===== config.mk =====
export PLATFORM = sky130hd
export DESIGN_NAME = add_round_key_stage
export DESIGN_NICKNAME = d
export VERILOG_FILES = /design/src/rtl/add_round_key_stage.sv
export SDC_FILE = /design/constraint.sdc
export NUM_CORES = 2
export LEC_CHECK = 0
export CORE_MARGIN = 2
export CORE_UTILIZATION = 50
export CTS_CLUSTER_DIAMETER = 100
export CTS_CLUSTER_SIZE = 16
export DETAILED_ROUTE_END_ITERATION = 7
export HOLD_SLACK_MARGIN = 0.06
export PLACE_DENSITY_LB_ADDON = 0.05
export SLEW_MARGIN = 15
export SYNTH_ARGS = -nofsm -noshare
export SYNTH_HDL_FRONTEND = slang
export SYNTH_SLANG_ARGS = --single-unit

===== constraint.sdc =====
create_clock -name clk -period 15.5 [get_ports clk]
set_input_delay 1.55 -clock clk [delete_from_list [all_inputs] [get_ports clk]]
set_output_delay 1.55 -clock clk [all_outputs]
set_load 0.005 [all_outputs]

===== src/rtl/add_round_key_stage.sv =====
// AddRoundKey stage of an iterative AES-128 encryptor: XORs each beat with the
// current round key and expands the next round key on the fly.
module add_round_key_stage #(
    parameter int NR = 10
) (
    input  logic         clk,
    input  logic         rst_n,
    input  logic         key_load,
    input  logic [127:0] key_in,
    input  logic         in_valid,
    output logic         in_ready,
    input  logic [127:0] in_state,
    output logic         out_valid,
    input  logic         out_ready,
    output logic [127:0] out_state,
    output logic [3:0]   out_round,
    output logic         out_last
);

    localparam logic [3:0] LAST_ROUND = 4'(NR);

    logic         key_valid;
    logic [3:0]   round;
    logic [127:0] rk;
    logic [127:0] key0;
    logic [127:0] next_rk;
    logic         accept;

    function automatic logic [7:0] xtime(input logic [7:0] a);
        return {a[6:0], 1'b0} ^ (a[7] ? 8'h1b : 8'h00);
    endfunction

    function automatic logic [7:0] gf_mul(input logic [7:0] a, input logic [7:0] b);
        logic [7:0] p;
        logic [7:0] x;
        p = 8'h00;
        x = a;
        for (int i = 0; i < 8; i++) begin
            if (b[i]) p = p ^ x;
            x = xtime(x);
        end
        return p;
    endfunction

    // Forward S-box computed as the GF(2^8) inverse (a^254) followed by the affine map.
    function automatic logic [7:0] sbox(input logic [7:0] a);
        logic [7:0] sq;
        logic [7:0] inv;
        sq  = a;
        inv = 8'h01;
        for (int i = 1; i < 8; i++) begin
            sq  = gf_mul(sq, sq);
            inv = gf_mul(inv, sq);
        end
        return inv ^ {inv[6:0], inv[7]} ^ {inv[5:0], inv[7:6]}
                   ^ {inv[4:0], inv[7:5]} ^ {inv[3:0], inv[7:4]} ^ 8'h63;
    endfunction

    function automatic logic [7:0] rcon(input logic [3:0] r);
        logic [7:0] c;
        case (r)
            4'd1:    c = 8'h01;
            4'd2:    c = 8'h02;
            4'd3:    c = 8'h04;
            4'd4:    c = 8'h08;
            4'd5:    c = 8'h10;
            4'd6:    c = 8'h20;
            4'd7:    c = 8'h40;
            4'd8:    c = 8'h80;
            4'd9:    c = 8'h1b;
            4'd10:   c = 8'h36;
            default: c = 8'h00;
        endcase
        return c;
    endfunction

    // One key-schedule step; the word holding bytes 12..15 is rotated so byte 13 leads.
    always_comb begin
        logic [31:0] t;
        logic [31:0] n0;
        logic [31:0] n1;
        logic [31:0] n2;
        logic [31:0] n3;
        t  = {sbox(rk[103:96]), sbox(rk[127:120]), sbox(rk[119:112]),
              sbox(rk[111:104]) ^ rcon(round + 4'd1)};
        n0 = rk[31:0]   ^ t;
        n1 = rk[63:32]  ^ n0;
        n2 = rk[95:64]  ^ n1;
        n3 = rk[127:96] ^ n2;
        next_rk = {n3, n2, n1, n0};
    end

    assign in_ready = key_valid & ~key_load & (~out_valid | out_ready);
    assign accept   = in_valid & in_ready;

    always_ff @(posedge clk or negedge rst_n) begin
        if (!rst_n) begin
            key_valid <= 1'b0;
            round     <= 4'd0;
            rk        <= '0;
            key0      <= '0;
            out_valid <= 1'b0;
            out_state <= '0;
            out_round <= 4'd0;
            out_last  <= 1'b0;
        end else if (key_load) begin
            key0      <= key_in;
            rk        <= key_in;
            round     <= 4'd0;
            key_valid <= 1'b1;
            out_valid <= 1'b0;
        end else if (accept) begin
            out_state <= in_state ^ rk;
            out_round <= round;
            out_last  <= (round == LAST_ROUND);
            out_valid <= 1'b1;
            if (round == LAST_ROUND) begin
                round <= 4'd0;
                rk    <= key0;
            end else begin
                round <= round + 4'd1;
                rk    <= next_rk;
            end
        end else if (out_ready) begin
            out_valid <= 1'b0;
        end
    end

endmodule


==> metrics.txt <==
outcome complete, but fails checks; failing checks DRC; Synth async-reset ratio 100%; number of global-route vias before repair approximately 64,000; Routed WL per cell ~23 um; critical path's slowest cell xor3_2; DP HPWL 198 mm; fmax ~67 MHz; Buffers on Ports just under 400; final period utilization a little over nine tenths; Clock Path Buffers 3; Clk Latency, worst-skew pair just over 600 ps; drt total wl around 260 mm; Critical path buffers and inverters 8; Syn-to-layout area delta 17.6%; GP Congestion ~0.96; H-tree levels 2; endpoints failing hold 0; total gr overflow 0; maxcap violations 0; Mean Syn Cell Area a little over 8 um2; Post-Syn Nets ~9,000; Slew headroom a little under a quarter; Yosys warning count 0; Fill cells ~13,000; Tmin final roughly 15,000 ps; post-synthesis cell count around 9,000; commonest non-fill, non-tap cell in the layout xnor2_1; crit start category flip-flop; WP data arrival about 15,000 ps; Layout Utilization roughly three fifths; Core ar. about 0.15 mm2; layout cells sized above 1 between 15 and 20%; Seq cells post-synth about 400; synthesized area 0.0732 mm2; register area share after synthesis 13.5%; TritonCTS buffer count 38; clock root buffer clkbuf_16; most frequent cells in the layout xnor2_1 (1,638), nor2_1 (1,134), nand2_1 (1,045); Critical Path End Type flip-flop; Initial Util 50.3%; Crit Path Class flip-flop to flip-flop; largest net degree at the start of global routing between 90 and 100; Sink Count between 300 and 400; total number of vias 67,800; Register-to-Register Path Depth between 50 and 60; Worst path depth 57; worst hold path type flip-flop to flip-flop; Layout Skew 25.2 ps; initial antenna violation count 18; num ports approximately 400; Synth cell types ~120; Post-synth EDFFs 0; DR DRC count 7; Die H around 390 um; Final setup violation count 0; Worst path most repeated cell xnor3_1; drt initial violations about 6,400; CP top delay family XOR/XNOR gates; # rows 140; GRT Total Usage around 33%; slew at the pin with the worst max-slew slack 1140 ps; Via density just under 6; nets@finish 9,850; CP peak stage delay 580 ps; Routed Antenna Nets 0; Slew Limit Fails 0; DIE AREA between 0.1 and 0.15 mm2; CTS tree built; Clock transition at path regs roughly 80 ps; critical path peak fanout 24; Synth Flop Type dfrtp_1; global-route wire length before repair slightly below 400 mm; hold path cells 1; Die W approximately 390 um; CP required about 16,000 ps; hold buffer count at CTS 0; DR pass1 iterations 8
[synthesized netlist by cell type, types with 22 or more instances]
library cell	number	share of area (%)
a211oi_1	50	0.51
a21o_1	28	0.29
a21oi_1	379	2.6
a221o_1	29	0.40
a221oi_1	26	0.31
a222oi_1	79	1.1
a22oi_1	80	0.82
a31oi_1	51	0.44
a32oi_1	30	0.36
and2_1	56	0.48
and3_1	25	0.21
buf_1	41	0.21
buf_2	128	0.87
buf_4	37	0.38
clkbuf_1	377	1.9
dfrtp_1	395	13
ha_1	25	0.43
inv_1	99	0.51
mux2_2	159	2.4
mux2i_1	207	2.8
nand2_1	1050	5.4
nand2b_1	68	0.58
nand3_1	125	0.85
nor2_1	1139	5.8
nor2b_1	68	0.58
nor3_1	163	1.1
o211ai_1	57	0.58
o21ai_0	509	3.5
o21ai_1	53	0.36
o22ai_1	121	1.0
o31ai_1	22	0.23
o32ai_1	26	0.31
or2_2	23	0.20
or3_1	31	0.26
xnor2_1	1793	21
xnor2_2	94	2.1
xnor3_1	373	11
xnor3_2	22	0.71
xor2_1	498	6.0
xor2_2	24	0.53
xor3_1	46	1.5
[what timing repair did]
item | in CTS | in global routing
resized for setup | 36 | 282
endpoints found under the hold margin | 0 | 0
pin swaps | 2 | 73
gates cloned | 0 | 1
endpoints found under the setup margin | 56 | 123
setup buffers | 1 | 98
[per-layer routing]
layer  track usage (%)  vias up  part of all wire (%)
li1                  -    31900                     -
met1              46.6    33000                    44
met4              8.68       16                   2.8
met3              4.49      280                   7.2
met2              54.1     2559                    46
met5                 0        -                 0.041
[worst reg2reg max path: cells and delay by family, from the launching register on]
kind	cells	cell delay, ps
adder cells (fa/ha/maj)	2	610
XOR/XNOR	33	9830
AND/OR/NAND/NOR	8	1220
buffers and inverters	8	1460
flip-flops	1	420
multiplexers	1	200
AO/OA/AOI/OAI	5	1000
[through the flow]
step / cells / setup TNS (ps) / hold slack, ps / worst slack [ps] / cell area, um2
final: 11500 / 0 / 474 / 578 / 86100
after CTS: 11400 / 0 / 475 / 4.78 / 83600
after detailed placement: 11300 / -6250 / 447 / -433 / 82100
after floorplan: 8981 / 0 / 428 / 58.6 / 73200
after global routing: 11500 / -445 / 509 / -60.8 / 86100
after global placement: 11300 / -1800 / 445 / -327 / 82100
[cell families after synthesis]
family	count (synthesis)	synth area share, %
mux	369	5.34
fa+ha+maj	26	0.441
buf+inv	710	4.14
xor+xnor	2867	44.3
simple gates	2844	16.5
flops	395	13.5
compound gates	1770	15.8
[sequential cells by signal, indices dropped and copies added (netlist names)]
name	cells
key0	128
key_valid	1
out_last	1
out_round	4
out_state	128
out_valid	1
rk	128
round	4
[cell type report]
class	count	area [um2]	area share, %
multi-input cells	7877	62500	72.6
flip-flops and latches	395	9900	11.5
repair buffers	1134	9600	11.1
well taps	1917	2400	2.79
clock buffers	41	993	1.15
inverters	118	447	0.519
clock inverters	17	206	0.240
diodes	5	12.5	0.0145
[path summary, 6_finish.rpt]
| check | startpoint | to | slack, ps |
|---|---|---|---|
| min | key_valid$_DFFE_PN0P_ | key_valid$_DFFE_PN0P_ | 470 |
| min reg2reg | key_valid$_DFFE_PN0P_ | key_valid$_DFFE_PN0P_ | 470 |
| max in group asynchronous | rst_n | rk[124]$_DFFE_PN0P_ | 11370 |
| max reg2reg | rk[119]$_DFFE_PN0P_ | rk[109]$_DFFE_PN0P_ | 580 |
| max | rk[119]$_DFFE_PN0P_ | rk[109]$_DFFE_PN0P_ | 580 |
| min in group asynchronous | rst_n | out_state[41]$_DFFE_PN0P_ | 960 |
Power is not shown: default switching activity piles up to over one toggle a cycle in this logic, so the estimate is an artifact.
